===== src/rtl/alu_unit.sv =====
// Registered 16-function ALU with carry/borrow/overflow flag.
// Optional multiply/divide datapath enabled by ALU_UNIT_MULDIV_EN.
module alu_unit #(
  parameter int ALU_SIZE  = 8,
  parameter int SHIFT_BIT = 1
) (
  input  logic                clk,
  input  logic                rst,
  input  logic [ALU_SIZE-1:0] alu_in_a,
  input  logic [ALU_SIZE-1:0] alu_in_b,
  input  logic [3:0]          alu_sel,
  output logic [ALU_SIZE-1:0] alu_out,
  output logic                carry_out
);

  localparam int W = ALU_SIZE;

  logic [W:0]     sum;
  logic [W:0]     diff;
  logic [2*W-1:0] dbl;
  logic [W-1:0]   rotl;
  logic [W-1:0]   rotr;
  logic [W-1:0]   mul_res;
  logic           mul_cy;
  logic [W-1:0]   div_res;
  logic           div_cy;
  logic [W-1:0]   res;
  logic           cy;

  assign sum  = {1'b0, alu_in_a} + {1'b0, alu_in_b};
  assign diff = {1'b0, alu_in_a} - {1'b0, alu_in_b};

  // Rotates as windows into A concatenated with itself
  assign dbl  = {alu_in_a, alu_in_a};
  assign rotl = dbl[2*W-1-SHIFT_BIT -: W];
  assign rotr = dbl[SHIFT_BIT +: W];

`ifdef ALU_UNIT_MULDIV_EN
  logic [2*W-1:0] prod;

  assign prod    = {{W{1'b0}}, alu_in_a} * {{W{1'b0}}, alu_in_b};
  assign mul_res = prod[W-1:0];
  assign mul_cy  = |prod[2*W-1:W];
  assign div_cy  = (alu_in_b == '0);
  assign div_res = div_cy ? '1 : alu_in_a / alu_in_b;
`else
  assign mul_res = '0;
  assign mul_cy  = 1'b0;
  assign div_res = '0;
  assign div_cy  = 1'b0;
`endif

  always_comb begin
    res = '0;
    cy  = 1'b0;
    unique case (alu_sel)
      4'd0: begin
        res = sum[W-1:0];
        cy  = sum[W];
      end
      4'd1: begin
        res = diff[W-1:0];
        cy  = diff[W];
      end
      4'd2: begin
        res = mul_res;
        cy  = mul_cy;
      end
      4'd3: begin
        res = div_res;
        cy  = div_cy;
      end
      4'd4:  res = alu_in_a << SHIFT_BIT;
      4'd5:  res = alu_in_a >> SHIFT_BIT;
      4'd6:  res = rotl;
      4'd7:  res = rotr;
      4'd8:  res = alu_in_a & alu_in_b;
      4'd9:  res = alu_in_a | alu_in_b;
      4'd10: res = alu_in_a ^ alu_in_b;
      4'd11: res = ~(alu_in_a | alu_in_b);
      4'd12: res = ~(alu_in_a & alu_in_b);
      4'd13: res = ~(alu_in_a ^ alu_in_b);
      4'd14: res = {{(W-1){1'b0}}, alu_in_a > alu_in_b};
      4'd15: res = {{(W-1){1'b0}}, alu_in_a == alu_in_b};
    endcase
  end

  always_ff @(posedge clk or posedge rst) begin
    if (rst) begin
      alu_out   <= '0;
      carry_out <= 1'b0;
    end else begin
      alu_out   <= res;
      carry_out <= cy;
    end
  end

endmodule


===== config.mk =====
export PLATFORM = sky130hd
export DESIGN_NAME = alu_unit
export DESIGN_NICKNAME = d
export VERILOG_FILES = /design/src/rtl/alu_unit.sv
export SDC_FILE = /design/constraint.sdc
export NUM_CORES = 1
export LEC_CHECK = 0
export BUFFER_PORTS_ARGS = -buffer_cell sky130_fd_sc_hd__buf_4
export CAP_MARGIN = 20
export CORE_MARGIN = 3
export CORE_UTILIZATION = 45
export CTS_BUF_LIST = sky130_fd_sc_hd__clkbuf_8
export DETAILED_ROUTE_END_ITERATION = 10
export PLACE_DENSITY_LB_ADDON = 0.08
export SETUP_SLACK_MARGIN = 0.15
export SLEW_MARGIN = 0
export SYNTH_ARGS = -nofsm -noshare
export SYNTH_HDL_FRONTEND = slang
export SYNTH_SLANG_ARGS = --single-unit

===== constraint.sdc =====
create_clock -name clk -period 0.95 [get_ports clk]
set_input_delay 0.19 -clock clk [delete_from_list [all_inputs] [get_ports clk]]
set_output_delay 0.19 -clock clk [all_outputs]
set_load 0.02 [all_outputs]

Word-level counts from Yosys, hierarchy flattened
Index checks and enable logic that the tools add are counted.
{"block": "word_totals", "out_inout_bits": 9, "register_bits": 9, "elab_cells": 31, "input_bits": 22}
{"block": "op_classes", "add_sub_neg": 2, "eq_ne": 16, "n_reduce_logical": 2, "muxes": 2, "n_bitwise": 6, "magnitude_cmp": 1}
{"op": "8-bit one-hot mux with 15 select lines", "n": 1}
{"op": "4-bit equality test, second input constant", "n": 8}
{"op": "8-bit inverter", "n": 3}
{"op": "4-bit by 3-bit equality test with 1-bit output, second input constant", "n": 4}
{"op": "8-bit by 8-bit adder with 9-bit output", "n": 1}
{"op": "8-bit by 8-bit subtractor with 9-bit output", "n": 1}
{"op": "8-bit AND", "n": 1}
{"op": "4-bit by 2-bit equality test with 1-bit output, second input constant", "n": 2}
{"op": "8-bit equality test", "n": 1}
{"op": "8-bit > comparator", "n": 1}
{"op": "8-bit OR", "n": 1}
{"op": "8-bit bitwise XOR", "n": 1}
{"op": "4-bit by 1-bit equality test with 1-bit output, second input constant", "n": 1}
{"op": "4-bit zero test", "n": 1}
{"op": "1-bit one-hot mux with 2 select lines", "n": 1}
{"op": "2-bit OR reduction", "n": 1}

Depth between registers and ports, before layout
{"block": "depth", "ltp_word": 3, "mapped_depth": 10, "ltp_nobuf": 10}

Worst setup path after synthesis
OpenSTA, ideal clock, no wires.
{"block": "synth_timing", "path_kind": "input to register", "start": "in alu_in_a[0]", "end": "reg alu_out[6]", "t_required_ns": 0.854, "path_buffers": 0, "setup_time_ns": 0.096, "stages": 10, "path_slack_ns": -0.915, "arrival_time_ns": 1.769, "path_cell_list": "inv_1 ha_1 inv_1 fa_1 nor2b_1 o21a_1 o21ai_0 a21o_1 a21oi_1 nor4_2"}
{"block": "synth_via", "elab_chain_len": 2, "elab_cells_between_ends": 3, "classes_between": "add/sub: 2; mux: 1"}
{"element": "start, declared", "line": "9", "rtl": "input logic [ALU_SIZE-1:0] alu_in_a,"}
{"element": "8-bit by 8-bit subtractor with 9-bit output or 8-bit by 8-bit adder with 9-bit output (tied branches)", "line": "31, 30"}
{"element": "8-bit one-hot mux with 15 select lines (*)", "line": "56", "rtl": "unique case (alu_sel)"}
{"element": "named net res[6]", "line": "27", "rtl": "logic [W-1:0] res;"}
{"element": "end signal, assigned", "line": "93", "rtl": "alu_out <= res;"}
{"element": "end, declared", "line": "12", "rtl": "output logic [ALU_SIZE-1:0] alu_out,"}
Mark *: on every way through the listed nets, which the timed path passes. The rest lies on a longest branch.

Final worst setup path
Ends and elaborated chain as after synthesis.

==> metrics.cfg <==
[outcome]
status=finished with violations
violations=setup timing

[yosys]
synthArstFlopShare=1.00
synth_ff_type=dfrtp_1
yosysSeqAreaShare=0.112
syn_area_um2=2000
synthesis.nets=307
syn_inst=259
synth_cell_types=59
synth-seq-cells=9
yosysTopAreaCellShare=0.150
synth_top_cell_by_area=ha_1
synthTopCellsByArea=ha_1 15%, dfrtp_1 11%, buf_6 5.1%
syn_avg_cell_area_um2=7.74
yosysWarnings=0
synth_edf_count=0

[route]
wl_per_cell_um=17.6
drc=0
vias=2506
avgViaCountPerCell=5.98
wirelength_um=7370
postRouteAntennaNets=0
drtIter0Drc=240
drt-pass1-iter-count=5

[timing]
hold_viol=0
slew_headroom=0.692
max_clock_freq_mhz=583
drv_slew=0
setup_violations=9
finalCriticalPeriod_ns=1.71
rsz0062_at_grt=true
worst_slew_pin_slew_ns=0.458
setup_ws_ns=-0.765
finalSetupTns_ns=-5.76
finalCritPeriodShare=1.81

[global_routing]
grt_overflow=0
grt_pass1_wl_um=11500
grt_antenna_before_repair=0
grt_pass1_vias=2390
grtUsageTotal=0.275
grt_max_degree=20

[die]
die_w_um=72.7
ioPinCount=31
rows=23
coreArea_um2=4140
start_util=0.484
fp.dieH_um=72.7
die_area_um2=5290

[hold_path]
min_path_type=input port to asynchronous set/reset pin

[power]
powerDensity_nw_per_um2=814
p_leak_nw=1.60
total_power_mw=2.82
vdd_drop_max_v=0.000586

[clock_tree]
clockBufferDepth=2
clkTransAtPathRegs_ns=0.04
clock_sinks=9
cts_buffers=3
htreeDepth=1
clock-root-buffer=clkbuf_8
cts_tree=yes

[final_layout]
fillers=242
drive_gt1_frac=0.550
antenna_cells=0
fin_nets=418
area_delta_synth_final_pct=72.7

[worst_setup_path]
crit_fanout=3
critPathKind=input port to flip-flop
cp-end-kind=flip-flop
worstSetupStartpointType=input port
cp.required_ns=1.08
cp.arrival_ns=1.84

[placed_design]
port_buffers=30
place.gp.congestion=0.921
hpwl_um=5170

[run]
cap_violations=0

==> metrics by stage <==
| stage | setup slack [ns] | instances | hold slack, ns | utilization | cell area (um2) |
|---|---|---|---|---|---|
| 6_report | -0.765 | 419 | 0.451 | 0.835 | 3460 |
| 5_1_grt | -0.833 | 419 | 0.469 | 0.835 | 3460 |
| 4_1_cts | -0.691 | 417 | 0.456 | 0.813 | 3370 |
| 3_5_place_dp | -1.07 | 403 | 0.166 | 0.714 | 2960 |
| 3_3_place_gp | -1.07 | 403 | 0.156 | 0.714 | 2960 |
| 2_1_floorplan | -0.714 | 259 | 0.0179 | - | 2140 |
==> where the power goes <==
part	leakage (nW)	total, mW	internal (mW)	switching (mW)
combinational	1.45	1.93	0.990	0.938
sequential	0.114	0.459	0.435	0.0240
clock	0.0269	0.430	0.281	0.149
==> path summary, 6_finish.rpt <==
path / from / endpoint / cells past startpoint
setup / recovery: alu_in_a[0] / alu_out[6] / 10
hold / removal: rst / alu_out[4] / 3
max in group asynchronous: rst / alu_out[0] / 3
min in group clk: alu_sel[3] / alu_out[1] / 3
==> synth_stat cells (all sizes together), types with 5 or more instances <==
cell type / n
a21oi: 16
nor2b: 5
nand2b: 6
a22oi: 5
inv: 25
mux2i: 7
dfrtp: 9
nor2: 23
nor3: 7
o22ai: 7
o21ai: 17
ha: 24
o21bai: 5
nand2: 21
buf: 18
==> cell type report <==
type                            instances  area (um2)  area share
Sequential cell                         9         225      0.0651
Timing Repair Buffer                  126        1130       0.328
Multi-Input combinational cell        205        1860       0.537
Inverter                               25         136      0.0394
Clock inverter                          1        3.75     0.00108
Clock buffer                            3        41.3      0.0119
Tap cell                               50        62.6      0.0181
==> cell usage in the layout, fill, tap and decap left out, types with 7 or more instances in the layout <==
cell,netlist,final
o21ai_0,15,9
a21oi_1,16,8
ha_1,24,15
inv_1,23,13
buf_4,1,97
nand2_1,21,21
mux2i_1,7,7
ha_4,0,8
buf_12,0,8
nor2_1,23,20
dfrtp_1,9,9
buf_6,9,17
==> sequential cells by signal (all words and copies together) (netlist names) <==
register and flops:
alu_out 8, carry_out 1
==> layer usage <==
metal | routed length, um | up-vias | global-route usage | part of all wire
met5 | 0 | - | 0 | 0
met4 | 259 | 0 | 0.0881 | 0.035
met3 | 612 | 29 | 0.0220 | 0.083
met2 | 3420 | 147 | 0.469 | 0.46
met1 | 3070 | 1183 | 0.366 | 0.42
li1 | - | 1147 | - | -
==> critical path: stages <==
cell	delay, ns
buf_12	0.12
ha_4	0.17
inv_2	0.08
fa_2	0.23
inv_2	0.05
a21oi_2	0.15
o21bai_1	0.10
a31o_2	0.25
and3_1	0.21
nor4_2	0.29
==> cell families (layout without fill, tap and decap cells) <==
family | count (synthesis) | after routing | synth area share
XOR/XNOR | 5 | 5 | 0.0219
adder cells (fa/ha/maj) | 26 | 26 | 0.170
flip-flops | 9 | 9 | 0.112
AND/OR/NAND/NOR | 78 | 78 | 0.213
buffers and inverters | 45 | 155 | 0.125
multiplexers | 11 | 11 | 0.0574
AO/OA/AOI/OAI | 85 | 85 | 0.300
==> timing repair <==
action / 4_1_cts / 5_1_grt
pin swaps: 28 / 9
endpoints found under the setup margin: 18 / 23
gates resized for setup: 63 / 19
hold endpoints to repair: 9 / 0
hold buffers: 1 / 0
setup buffers: 9 / 2
Note: power is estimated with default switching activity, not from simulation.
